[config.mk]
export PLATFORM = sky130hd
export DESIGN_NAME = circ_vec_sequencer
export DESIGN_NICKNAME = d
export VERILOG_FILES = /design/src/rtl/circ_vec_sequencer.sv
export SDC_FILE = /design/constraint.sdc
export NUM_CORES = 1
export LEC_CHECK = 0
export ABC_AREA = 1
export CORE_MARGIN = 8
export CORE_UTILIZATION = 35
export CTS_BUF_LIST = sky130_fd_sc_hd__clkbuf_16
export DETAILED_ROUTE_END_ITERATION = 6
export GPL_TIMING_DRIVEN = 0
export MAX_ROUTING_LAYER = met4
export PLACE_DENSITY_LB_ADDON = 0.05
export REMOVE_ABC_BUFFERS = 1
export SYNTH_ARGS = -nofsm -noshare
export SYNTH_HDL_FRONTEND = slang
export SYNTH_SLANG_ARGS = --single-unit
[constraint.sdc]
create_clock -name clk -period 2.4 [get_ports clk]
set_clock_uncertainty 0.1 [all_clocks]
set_input_delay 0.48 -clock clk [delete_from_list [all_inputs] [get_ports clk]]
set_output_delay 0.48 -clock clk [all_outputs]
set_load 0.01 [all_outputs]
[src/rtl/circ_vec_sequencer.sv]
// Exhaustive 16-vector sweep driver and checker for the 4-in/3-out test circuit.
// Each vector settles for SETTLE cycles, then the outputs are captured and graded.
module circ_vec_sequencer #(
    parameter int unsigned SETTLE = 20
) (
    input  logic       clk,
    input  logic       rst_n,
    input  logic       start,
    input  logic       abort,
    input  logic [2:0] dut_out,
    output logic [3:0] vec,
    output logic       busy,
    output logic       cap_valid,
    output logic [3:0] cap_vec,
    output logic [2:0] cap_out,
    output logic       mismatch,
    output logic [4:0] err_count,
    output logic       done,
    output logic       pass
);

    localparam logic [1:0] S_IDLE    = 2'd0;
    localparam logic [1:0] S_SETTLE  = 2'd1;
    localparam logic [1:0] S_CAPTURE = 2'd2;
    localparam logic [1:0] S_DONE    = 2'd3;

    localparam logic [7:0] CNT_LAST = 8'(SETTLE - 1);

    logic [1:0] state_q, state_d;
    logic [7:0] cnt_q, cnt_d;
    logic [3:0] vec_q, vec_d;
    logic       busy_q, busy_d;
    logic       cap_valid_q, cap_valid_d;
    logic [3:0] cap_vec_q, cap_vec_d;
    logic [2:0] cap_out_q, cap_out_d;
    logic       mismatch_q, mismatch_d;
    logic [4:0] err_q, err_d;
    logic       done_q, done_d;
    logic       pass_q, pass_d;

    logic       a, b, c, d;
    logic       g1, w5, g2;
    logic [2:0] golden;
    logic       miss;

    always_comb begin
        {a, b, c, d} = vec_q;
        g1     = ~((~a & b) & (c | d));
        w5     = a & ~c & ~d;
        g2     = g1 ^ w5;
        golden = {g1, g2, g2};
        miss   = (dut_out != golden);
    end

    always_comb begin
        state_d     = state_q;
        cnt_d       = cnt_q;
        vec_d       = vec_q;
        busy_d      = busy_q;
        cap_valid_d = 1'b0;
        cap_vec_d   = cap_vec_q;
        cap_out_d   = cap_out_q;
        mismatch_d  = mismatch_q;
        err_d       = err_q;
        done_d      = 1'b0;
        pass_d      = pass_q;
        unique case (state_q)
            S_IDLE: begin
                if (start && !abort) begin
                    vec_d   = 4'd0;
                    cnt_d   = 8'd0;
                    err_d   = 5'd0;
                    pass_d  = 1'b0;
                    busy_d  = 1'b1;
                    state_d = S_SETTLE;
                end
            end
            S_SETTLE: begin
                if (abort) begin
                    vec_d   = 4'd0;
                    busy_d  = 1'b0;
                    state_d = S_IDLE;
                end else if (cnt_q == CNT_LAST) begin
                    state_d = S_CAPTURE;
                end else begin
                    cnt_d = cnt_q + 8'd1;
                end
            end
            S_CAPTURE: begin
                if (abort) begin
                    vec_d   = 4'd0;
                    busy_d  = 1'b0;
                    state_d = S_IDLE;
                end else begin
                    cap_valid_d = 1'b1;
                    cap_vec_d   = vec_q;
                    cap_out_d   = dut_out;
                    mismatch_d  = miss;
                    if (miss) begin
                        err_d = err_q + 5'd1;
                    end
                    if (vec_q == 4'd15) begin
                        done_d  = 1'b1;
                        state_d = S_DONE;
                    end else begin
                        vec_d   = vec_q + 4'd1;
                        cnt_d   = 8'd0;
                        state_d = S_SETTLE;
                    end
                end
            end
            S_DONE: begin
                // err_q already includes the last vector's result here
                pass_d  = (err_q == 5'd0);
                busy_d  = 1'b0;
                vec_d   = 4'd0;
                state_d = S_IDLE;
            end
            default: state_d = S_IDLE;
        endcase
    end

    always_ff @(posedge clk or negedge rst_n) begin
        if (!rst_n) begin
            state_q     <= S_IDLE;
            cnt_q       <= 8'd0;
            vec_q       <= 4'd0;
            busy_q      <= 1'b0;
            cap_valid_q <= 1'b0;
            cap_vec_q   <= 4'd0;
            cap_out_q   <= 3'd0;
            mismatch_q  <= 1'b0;
            err_q       <= 5'd0;
            done_q      <= 1'b0;
            pass_q      <= 1'b0;
        end else begin
            state_q     <= state_d;
            cnt_q       <= cnt_d;
            vec_q       <= vec_d;
            busy_q      <= busy_d;
            cap_valid_q <= cap_valid_d;
            cap_vec_q   <= cap_vec_d;
            cap_out_q   <= cap_out_d;
            mismatch_q  <= mismatch_d;
            err_q       <= err_d;
            done_q      <= done_d;
            pass_q      <= pass_d;
        end
    end

    assign vec       = vec_q;
    assign busy      = busy_q;
    assign cap_valid = cap_valid_q;
    assign cap_vec   = cap_vec_q;
    assign cap_out   = cap_out_q;
    assign mismatch  = mismatch_q;
    assign err_count = err_q;
    assign done      = done_q;
    assign pass      = pass_q;

endmodule

## Yosys cells after proc, flatten, opt, wreduce, memory -nomap -nowiden

Cells that the tools add are included.

| storage, ports and cells | value |
|---|---|
| bits in registers | 31 |
| bits of input ports | 7 |
| output and inout port bits | 21 |
| logic and storage cells | 87 |

| cells by class | value |
|---|---|
| add/sub/neg operators | 3 |
| equality and inequality tests | 16 |
| mux-type cells | 31 |
| bitwise logic cells | 11 |
| reductions and logical operators | 15 |

Operator list:

| cell | number |
|---|---|
| $mux 8 | 5 |
| $pmux 8 s3 | 1 |
| $mux 4 | 4 |
| $pmux 4 s4 | 1 |
| $mux 5 | 3 |
| $ne 2x2->1 const B | 7 |
| $mux 2 | 5 |
| $pmux 5 s2 | 1 |
| $add 8x1->8 const B | 1 |
| $eq 8x5->1 const B | 1 |
| $mux 1 | 8 |
| $pmux 2 s4 | 1 |
| $reduce_and 2->1 | 4 |
| $ne 3x3->1 const B | 2 |
| $reduce_and 6->1 | 1 |
| $add 5x1->5 const B | 1 |
| $logic_not 5->1 | 1 |
| $not 1->1 | 5 |
| $add 4x1->4 const B | 1 |
| $and 1x1->1 | 4 |
| $eq 2x2->1 const B | 2 |
| $eq 4x4->1 const B | 1 |
| $reduce_and 4->1 | 1 |
| $reduce_bool 2->1 | 2 |
| other kinds (13) | 13 |

## Longest topological paths before layout

Gate-level depths: netlist of run 1.

| depth | value |
|---|---|
| word-level depth | 9 |
| mapped depth | 10 |
| mapped depth without buffers | 10 |

## Least setup slack after synthesis of run 1

OpenSTA, ideal clock, no wires.

| path | value |
|---|---|
| kind | flip-flop to flip-flop |
| start | register state_q[0] |
| end | register cap_vec_q[1], in the netlist cap_vec[1] |
| setup time | 0.122 ns |
| data arrival time | 1.348 ns |
| data required time | 2.178 ns |
| setup slack | 0.830 ns |
| cell stages (with the launch flop) | 10 |
| buffers on the path | 2 |
| cells stage by stage | dfrtp_1 -> inv_1 -> ha_1 -> inv_2 -> nor2_2 -> buf_4 -> inv_2 -> buf_4 -> nand2_1 -> o21ai_1 |

| between the ends | value |
|---|---|
| cells in the longest elaborated chain, start to end | 2 |

RTL lines:

| element | RTL line | source |
|---|---|---|
| start, declared | 29 | `logic [1:0] state_q, state_d;` |
| start signal, assigned | 137 | `state_q <= state_d;` |
| $eq 2x2->1 | 67 | `unique case (state_q)` |
| $reduce_and 2->1 (no line) | -- |  |
| end signal, assigned | 142 | `cap_vec_q <= cap_vec_d;` |
| end, declared | 34 | `logic [3:0] cap_vec_q, cap_vec_d;` |

Every way passes these cells.
A chain may end at the register's enable or synchronous reset.

## Final worst setup path of run 1

| path | value |
|---|---|
| start | register state_q[0] |
| end | register vec_q[3], in the netlist vec[3] |

| between the ends | value |
|---|---|
| cells in the longest elaborated chain, start to end | 3 |
| elaborated cells between the ends (all ways) | 9 |
| classes of those cells | eq/ne (6); mux (1); reduce/logical (2) |

RTL lines:

| element | RTL line | source |
|---|---|---|
| $eq 2x2->1, or another cell as far along | 67 |  |
| $ne 3x3->1 (no line) / $ne 2x2->1 (equally long branches) | -- |  |
| $reduce_and 3->1 (no line) | -- |  |
| end signal, assigned | 139 | `vec_q <= vec_d;` |
| end, declared | 31 | `logic [3:0] vec_q, vec_d;` |

Parallel ways exist; a longest one is shown, timed or not.

==> summary.txt, run 1 <==
Routing
  – Via count: 1418
  – Routed wire length: 3790 um
  – Residual DRC: 0
  – Initial DRC Count: 56
  – Routed Antenna Nets: 0
  – Drt wl/cell: 12.1 um
  – Post-DR vias/cell: 4.52
  – First-pass detailed-route iteration total: 4

Cells and area
  – Synthesis-to-layout area growth: 26.1%
  – Post-layout nets: 265
  – Multi-input gate area: 865 um^2
  – Layout fillers: 481
  – Layout cells sized above 1: 0.0891
  – N_diodes: 0
  – Final std cells w/o fill: 314
  – Sequential Area: 776 um^2

Worst setup path
  – Worst R2R Setup Slack: 260 ps
  – Critical path class: reg2reg
  – Crit Reg-Reg Startpoint: state_q[0]$_DFFE_PN0P_
  – Worst path slowest cell: nor2_2
  – Crit path launch: state_q[0]$_DFFE_PN0P_
  – Critical Path RT: 2450 ps
  – CP Data Arrival Time: 2190 ps
  – Buffers and inverters on the worst path: 2
  – Worst path max stage delay: 420 ps
  – Worst Setup End Kind: flip-flop
  – Startpoint Class: flip-flop
  – Critical path cell sequence: inv_1 > ha_1 > inv_2 > nor2_2 > nand3b_1 > nand2_1 > nor2_4 > nand3_1 > o21ai_1
  – Family with the most delay on the worst path: simple AND/OR/NAND/NOR gates
  – Reg2reg path depth: 9
  – Crit Path Max Fanout: 11
  – FF-to-FF End: vec[3]$_DFFE_PN0P_

Run status
  – Status: complete, no violations

Yosys
  – Post-Syn Area: 0.00175 mm^2
  – Synth async-reset ratio: 1.00
  – Most common cell in the netlist: nand2_1
  – Sequential element share of the synthesized area: 0.443
  – Ys flop type: dfrtp_1
  – Area leader, netlist: dfrtp_1
  – Synth Warn #: 0
  – Synth unique cells: 25
  – Yosys top cell area share: 0.443
  – Ranking of synthesized cells by area: dfrtp_1 (44%), nand2_1 (13%), ha_1 (7.9%)
  – Number of enable flip-flop cells after synthesis: 0
  – Post-synthesis register bit count: 31
  – Mapped Cells: 216
  – Avg Synthesized Cell Area: 8.12 um^2
  – Commonest cells post-synth: nand2_1 (63), dfrtp_1 (31), nor2_1 (22)

Power
  – LEAKAGE: 1.05 nW
  – VDD IR-drop max: 0.401 mV
  – Pwr/cell area: 1010 mW/mm^2

Die
  – Total die area: 0.00753 mm^2
  – Top Ports: 28
  – Die W: 86.8 um
  – Core Area: 0.00479 mm^2
  – Starting density of the core: 0.366
  – Row count: 25
  – Die Span Y: 86.8 um

Clock tree
  – CTS tree: yes
  – Num CTS Buffers: 5
  – Post_cts resized: 0
  – Hold_buf cts: 0
  – Htree depth: 2
  – Later-pin clock latency in the skew report: 270 ps
  – Clock slew at reported path FFs: 50 ps
  – CTS sink count: 31
  – Clock buffer depth: 2
  – Post-CTS Setup Bufs: 0
  – Clk Tree Root Cell: clkbuf_16

Placed design
  – IO buf count: 27
  – DP Cell Count: 307
  – Global placement routability congestion: 0.809
  – Post-DP HPWL: 2810 um

STA
  – Slew @ Worst Pin: 714 ps
  – Post-layout minimum cycle time: 2140 ps
  – Final setup fails: 0
  – Max_slew headroom: 0.524
  – Final slew viol count: 0
  – Fmax: 468 MHz
  – Fin Setup TNS: 0 ps
  – Period Utilization, post-route: 0.890
  – RSZ-0062 raised after global routing: false
  – Final Hold Viols: 0
  – Hold WS: 160 ps

Global routing
  – Largest net degree at the start of global routing: 32
  – Initial antenna violation count: 0
  – Vias in the first global route: 1421
  – Global-route wire length before repair: 6650 um
  – GRT Util Overall: 0.115
  – Final global-route overflow total: 0

Run
  – Max-Cap Viols: 0

Hold path
  – Hold WC Path Type: in2async
cell type report:
type / count / area share
Timing Repair Buffer: 27 / 0.120
Sequential cell: 31 / 0.351
Clock buffer: 5 / 0.0566
Clock inverter: 2 / 0.00396
Multi-Input combinational cell: 159 / 0.391
Inverter: 23 / 0.0391
Tap cell: 67 / 0.0379
state kept, by name, summed over array words and instances, names as in the netlist:
signal	cells
busy	1
mismatch	1
cap_vec	4
cnt_q	8
done	1
cap_out	3
pass	1
state_q	2
cap_valid	1
err_count	5
vec	4
cell usage in the layout (no fill, tap or decap):
cell | Yosys | routed
nand2_4 | 1 | 1
o21ai_0 | 3 | 3
o31ai_1 | 1 | 1
nand3_1 | 15 | 15
nor2_4 | 2 | 2
nand2_2 | 2 | 2
clkdlybuf4s50_1 | 0 | 26
a31oi_1 | 1 | 1
ha_1 | 11 | 11
nand3_2 | 1 | 1
a22oi_1 | 1 | 1
o21bai_2 | 1 | 1
inv_1 | 18 | 18
xor2_1 | 8 | 8
nand3b_1 | 3 | 3
nand2_1 | 63 | 63
clkinv_2 | 0 | 1
clkinv_1 | 0 | 1
clkbuf_16 | 0 | 5
a21oi_1 | 1 | 1
dfrtp_1 | 31 | 31
inv_2 | 5 | 5
nor2_1 | 22 | 22
nand4_1 | 6 | 6
nor2_2 | 1 | 1
o21ai_2 | 2 | 2
o21ai_1 | 14 | 14
buf_2 | 0 | 1
stage by stage:
| step | utilization | worst slack (ps) | total power [W] | cell area, um^2 |
|---|---|---|---|---|
| after floorplan | - | 659 | 0.00131 | 1730 |
| after global placement | 0.435 | 58.9 | 0.00167 | 2080 |
| after detailed placement | 0.434 | 155 | 0.00167 | 2080 |
| after CTS | 0.462 | 241 | 0.00227 | 2210 |
| after global routing | 0.462 | 46.9 | 0.00241 | 2210 |
| final | 0.462 | 263 | 0.00223 | 2210 |
kinds of logic (layout without fill, tap and decap cells):
group	after synthesis	after routing	synth area share
flip-flops	31	31	0.443
buffers and inverters	26	57	0.0642
AO/OA/AOI/OAI	24	24	0.0799
AND/OR/NAND/NOR	116	116	0.295
adder cells (fa/ha/maj)	11	11	0.0785
XOR/XNOR	8	8	0.0400
worst max-delay path by stage:
stage	cells past startpoint	slack, ps	to
finish	9	260	vec[3]$_DFFE_PN0P_
global route	8	50	vec[2]$_DFFE_PN0P_
CTS	9	240	vec[3]$_DFFE_PN0P_
detailed placement	7	160	vec[3]$_DFFE_PN0P_
global placement	1	60	cnt_q[1]$_DFFE_PN0P_
floorplan	9	660	vec[3]$_DFFE_PN0P_
routing by layer:
layer	wire length, um	GRT usage
met1	1990	0.146
met2	1590	0.165
met3	159	0.0359
met4	56	0.0469
met5	0	-
power by group:
part | total [W] | internal [W] | switching, W
clock network | 0.000581 | 0.000371 | 0.000209
registers | 0.000748 | 0.000651 | 0.0000976
logic | 0.000902 | 0.000365 | 0.000537
worst reg2reg max path: cells and delay by family, from the launching register on:
kind / cells / cell delay [ps]
and+or+nand+nor: 5 / 940
DFF: 1 / 410
adders and majority gates: 1 / 290
buffers and inverters: 2 / 220
AOI/OAI and AO/OA: 1 / 60
(Power assumes the default switching activity.)
==> run 2: changes to the inputs <==
Settings changed: CORE_UTILIZATION 35 to 45, GPL_ROUTABILITY_DRIVEN set to 0, SETUP_SLACK_MARGIN set to 0.02.
==> run 2 against run 1 <==
Compared with the run above: critical path depth unchanged; non-clock buffer count stayed put; utilization rose by 13 points; cell count decreased by 5.7%; critical endpoint unchanged.
==> summary.txt, run 2 (synthesized netlist as in run 1, its figures left out) <==
Routing
  – Routed Antenna Nets: 0 (unchanged)
  – Post-DR vias/cell: 4.84 (+7.1%)
  – Residual DRC: 0 (unchanged)
  – Initial DRC Count: 85 (+52%)
  – Routed wire length: 3530 um (-7.0%)
  – Via count: 1432 (+0.99%)
  – First-pass detailed-route iteration total: 4 (unchanged)
  – Drt wl/cell: 11.9 um (-1.4%)

Die
  – Starting density of the core: 0.472 (+0.105)
  – Row count: 22 (-12%)
  – Die W: 78.4 um (-9.6%)
  – Total die area: 0.00615 mm^2 (-18%)
  – Top Ports: 28 (unchanged)
  – Die Span Y: 78.4 um (-9.6%)
  – Core Area: 0.00372 mm^2 (-22%)

Cells and area
  – Final std cells w/o fill: 296 (-5.7%)
  – Synthesis-to-layout area growth: 24.8%
  – Max reg flops: 8 (unchanged)
  – Layout cells sized above 1: 0.0847 (-0.00439)
  – Post-layout nets: 265 (unchanged)
  – Most common cell after layout, fill and taps aside: nand2_1
  – Most frequent cells in the layout: nand2_1 (63), dfrtp_1 (31), clkdlybuf4s50_1 (26)
  – N_diodes: 0 (unchanged)
  – Most flops, register: cnt_q

Worst setup path
  – Worst path max stage delay: 430 ps (about the same)
  – Critical path cell sequence: inv_1 > ha_1 > inv_2 > nor2_2 > nand3b_1 > nand2_1 > nor2_4 > nand3_1 > o21ai_1
  – Worst Setup End Kind: flip-flop
  – Worst path slowest cell: nor2_2
  – Crit Path Max Fanout: 11 (unchanged)
  – Critical Path RT: 2450 ps (about the same)
  – CP Data Arrival Time: 2220 ps (+30 ps)
  – Startpoint Class: flip-flop
  – Critical path class: reg2reg
  – Buffers and inverters on the worst path: 2 (unchanged)
  – Family with the most delay on the worst path: simple AND/OR/NAND/NOR gates

Global routing
  – GRT Util Overall: 0.124 (+0.00890)
  – Initial antenna violation count: 0 (unchanged)
  – Largest net degree at the start of global routing: 32 (unchanged)
  – Final global-route overflow total: 0 (unchanged)
  – Global-route wire length before repair: 6000 um (-9.8%)
  – Vias in the first global route: 1325 (-6.8%)

STA
  – Slew @ Worst Pin: 670 ps (-44.3 ps)
  – Final setup fails: 0 (unchanged)
  – Fin Setup TNS: 0 ps (unchanged)
  – Final Hold Viols: 0 (unchanged)
  – Period Utilization, post-route: 0.904 (+0.0138)
  – Max_slew headroom: 0.553 (+0.0295)
  – Fmax: 461 MHz (-1.5%)
  – Final slew viol count: 0 (unchanged)
  – RSZ-0062 raised after global routing: false
  – Hold WS: 146 ps (-14.7 ps)
  – Post-layout minimum cycle time: 2170 ps (+33.1 ps)

Run status
  – Status: complete, no violations

Clock tree
  – Htree depth: 2 (unchanged)
  – Num CTS Buffers: 5 (unchanged)
  – Clock buffer depth: 2 (unchanged)
  – Post_cts resized: 0 (unchanged)
  – Clk Tree Root Cell: clkbuf_16
  – Later-pin clock latency in the skew report: 270 ps (about the same)
  – CTS sink count: 31 (unchanged)
  – Post-CTS Setup Bufs: 0 (unchanged)
  – CTS tree: yes
  – Clock slew at reported path FFs: 50 ps (about the same)
  – Hold_buf cts: 0 (unchanged)

Placed design
  – DP Cell Count: 288 (-6.2%)
  – Post-DP HPWL: 2660 um (-5.3%)
  – IO buf count: 27 (unchanged)

Run
  – Max-Cap Viols: 0 (unchanged)

Power
  – LEAKAGE: 1.05 nW (+0.29%)
  – Pwr/cell area: 1010 mW/mm^2 (+0.14%)
  – VDD IR-drop max: 0.581 mV (+45%)

Hold path
  – Hold WC Path Type: in2async
run 2: through the flow:
stage               power (W)  utilization  area [um^2]  setup WS [ps]
floorplan             0.00131            -         1730            659
global placement      0.00165        0.554         2060            136
detailed placement    0.00166        0.552         2050            123
CTS                   0.00225        0.589         2190            223
global route          0.00238        0.589         2190           36.4
finish                0.00221        0.589         2190            230
run 2: worst register-to-register path, stage by stage (launching register included):
cell and delay, ps:
dfrtp_1 410, inv_1 130, ha_1 280, inv_2 90, nor2_2 430, nand3b_1 210
nand2_1 180, nor2_4 80, nand3_1 80, o21ai_1 60
run 2: where the power goes:
group          leakage (nW)  internal [W]  switching [W]
Sequential            0.417      0.000651      0.0000990
Combinational         0.564      0.000363       0.000527
Clock                0.0701      0.000371       0.000201
run 2: area by class of cell:
cell class | instances | area (um^2)
inverter | 23 | 86.3
multi-input combinational | 159 | 865
timing repair buffer | 27 | 265
clock inverter | 3 | 11.3
clock buffer | 5 | 125
tap | 48 | 60.1
sequential | 31 | 776
fill | 362 | 1530
run 2: path summary, 6_finish.rpt:
check                                  startpoint                     end  slack, ps  cells after the start
setup / recovery           state_q[0]$_DFFE_PN0P_      vec[3]$_DFFE_PN0P_        230                      9
hold / removal                              rst_n  cap_out[0]$_DFFE_PN0P_        150                      1
setup reg to reg           state_q[0]$_DFFE_PN0P_      vec[3]$_DFFE_PN0P_        230                      9
hold reg to reg              mismatch$_DFFE_PN0P_    mismatch$_DFFE_PN0P_        380                      2
max in group asynchronous                   rst_n      vec[3]$_DFFE_PN0P_       1620                      1
min in group clk             mismatch$_DFFE_PN0P_    mismatch$_DFFE_PN0P_        380                      2
run 2: per-layer routing:
layer | track usage | wire (um)
met1 | 0.159 | 1810
met2 | 0.181 | 1500
met3 | 0.0410 | 185
met4 | 0.0389 | 41
met5 | - | 0
==> run 3: changes to the inputs <==
Settings changed: CELL_PAD_IN_SITES_DETAIL_PLACEMENT set to 2, CELL_PAD_IN_SITES_GLOBAL_PLACEMENT set to 2, CORE_UTILIZATION 45 to 33.
==> run 3 against run 2 <==
Compared with the run above: via count up 8.4%; sequential power up 1%; clock power up 5.4%; hold slack better by 17 ps; global-route usage up 2.5 points; sequential share of layout area down 0.52 points; register-to-register slack worse by 30 ps; critical path type unchanged; largest power group unchanged.
==> summary.txt, run 3 (synthesized netlist as in run 1, its figures left out) <==
STA
  – Post-layout minimum cycle time: 2200 ps (+30.9 ps)
  – Final slew viol count: 0 (unchanged)
  – RSZ-0062 raised after global routing: false
  – Final Hold Viols: 0 (unchanged)
  – Fmax: 454 MHz (-1.4%)
  – Final setup margin: 199 ps (-30.9 ps)
  – Fin Setup TNS: 0 ps (unchanged)
  – Final setup fails: 0 (unchanged)
  – Slew @ Worst Pin: 727 ps (+56.9 ps)
  – Max_slew headroom: 0.516 (-0.0379)
  – Period Utilization, post-route: 0.917 (+0.0129)

Routing
  – First-pass detailed-route iteration total: 4 (unchanged)
  – Drt wl/cell: 16.0 um (+34%)
  – Via count: 1553 (+8.4%)
  – Initial DRC Count: 45 (-47%)
  – Routed wire length: 5080 um (+44%)
  – Post-DR vias/cell: 4.88 (+0.95%)
  – Residual DRC: 0 (unchanged)
  – Routed Antenna Nets: 0 (unchanged)

Die
  – Row count: 26 (+18%)
  – Die W: 88.9 um (+13%)
  – Total die area: 0.00790 mm^2 (+28%)
  – Top Ports: 28 (unchanged)
  – Die Span Y: 88.9 um (+13%)
  – Starting density of the core: 0.343 (-0.129)
  – Core Area: 0.00511 mm^2 (+37%)

Clock tree
  – CTS tree: yes
  – Num CTS Buffers: 5 (unchanged)
  – Post_cts resized: 0 (unchanged)
  – Later-pin clock latency in the skew report: 270 ps (about the same)
  – Clock slew at reported path FFs: 50 ps (about the same)
  – Clock buffer depth: 2 (unchanged)
  – Htree depth: 2 (unchanged)
  – Clk Tree Root Cell: clkbuf_16
  – Hold_buf cts: 0 (unchanged)
  – CTS sink count: 31 (unchanged)
  – Post-CTS Setup Bufs: 0 (unchanged)

Power
  – Register share of total power: 0.329 (-0.010)
  – Switch Pwr: 0.000912 W (+10%)
  – Switching share of total power: 0.395 (+0.0212)
  – Power share of the clock group: 0.261 (+0.002)
  – Internal power: 0.00140 W (+0.82%)
  – Pwr/cell area: 1040 mW/mm^2 (+2.8%)
  – Pwr Total: 0.00231 W (+4.4%)
  – VDD IR-drop max: 0.337 mV (-42%)
  – Comb pwr share: 0.410 (+0.008)
  – LEAKAGE: 1.05 nW (about the same)

Worst setup path
  – Crit Path Max Fanout: 11 (unchanged)
  – Worst Setup End Kind: flip-flop
  – Critical Path RT: 2450 ps (about the same)
  – Startpoint Class: flip-flop
  – Critical path class: reg2reg
  – CP Data Arrival Time: 2250 ps (+30 ps)

Placed design
  – IO buf count: 27 (unchanged)
  – Pre-CTS WS: 102 ps (-21.0 ps)
  – Post-DP HPWL: 3930 um (+48%)
  – DP Cell Count: 310 (+7.6%)

Global routing
  – Final global-route overflow total: 0 (unchanged)
  – Vias in the first global route: 1831 (+38%)
  – GR met3 Demand/Resource: 0.0362 (-0.00479)
  – Largest net degree at the start of global routing: 32 (unchanged)
  – GRT Util Overall: 0.149 (+0.0252)
  – Met2 GRT Util: 0.287 (+0.106)
  – Global-route wire length before repair: 8750 um (+46%)
  – Initial antenna violation count: 0 (unchanged)
  – Busiest grt layer: met2
  – Grt met1 use: 0.148 (-0.0115)

Cells and area
  – Sequential Area: 776 um^2 (unchanged)
  – Synthesis-to-layout area growth: 26.7%
  – Most frequent cells in the layout: nand2_1 (63), dfrtp_1 (31), clkdlybuf4s50_1 (26)
  – Post-layout nets: 265 (unchanged)
  – Most flops, register: cnt_q
  – Most common cell after layout, fill and taps aside: nand2_1
  – N_diodes: 0 (unchanged)
  – Final std cells w/o fill: 318 (+7.4%)
  – Multi-input gate area: 865 um^2 (unchanged)
  – Final core occ: 0.435 (-0.154)
  – Max reg flops: 8 (unchanged)
  – Layout fillers: 598 (+65%)
  – Layout cells sized above 1: 0.0927 (+0.00806)

Run status
  – Status: complete, no violations

Run
  – Max-Cap Viols: 0 (unchanged)

Hold path
  – Hold WC Path Type: in2async
## run 3: through the flow
| step | hold slack [ps] | area [um^2] |
|---|---|---|
| floorplan | 84.4 | 1730 |
| global placement | 369 | 2080 |
| detailed placement | 377 | 2080 |
| CTS | 186 | 2220 |
| global route | 215 | 2220 |
| finish | 162 | 2220 |
## run 3: area by class of cell
| type | count | share of cell area |
|---|---|---|
| clock buffer | 5 | 0.0563 |
| clock inverter | 3 | 0.00732 |
| inverter | 23 | 0.0389 |
| multi-input combinational | 159 | 0.389 |
| sequential | 31 | 0.349 |
| tap | 70 | 0.0394 |
| timing repair buffer | 27 | 0.119 |
## run 3: final timing paths
| check | depth (start not counted) | startpoint | to | slack [ps] |
|---|---|---|---|---|
| max in group asynchronous | 1 | rst_n | cnt_q[7]$_DFFE_PN0P_ | 1560 |
| worst max-delay path | 9 | state_q[0]$_DFFE_PN0P_ | vec[1]$_DFFE_PN0P_ | 200 |
| worst max register to register | 9 | state_q[0]$_DFFE_PN0P_ | vec[1]$_DFFE_PN0P_ | 200 |
| min in group clk | 2 | mismatch$_DFFE_PN0P_ | mismatch$_DFFE_PN0P_ | 390 |
| worst min register to register | 2 | mismatch$_DFFE_PN0P_ | mismatch$_DFFE_PN0P_ | 390 |
| worst min-delay path | 1 | rst_n | cap_valid$_DFF_PN0_ | 160 |
## run 3: power by group through the flow
stage	logic, W	clock network, W	registers (W)
final	0.000946	0.000603	0.000760
after global routing	0.00107	0.000642	0.000779
after CTS	0.000972	0.000623	0.000762
after detailed placement	0.000962	0	0.000771
after global placement	0.000919	0	0.000754
after floorplan	0.000526	0	0.000788
## run 3: per-layer routing
metal  vias to the layer above  part of all wire  wire length (um)
li1                        755                 -                 -
met1                       781              0.40              2020
met2                        15              0.58              2930
met3                         2             0.024               121
met4                         0            0.0020                10
met5                         -                 0                 0
## run 3: critical path, stage by stage, from the launching register on
cell	delay (ps)
dfrtp_1	420
inv_1	140
ha_1	290
inv_2	100
nor2_2	440
nand3b_1	200
nand2_1	180
nor2_4	80
nand3_1	70
o21ai_1	70
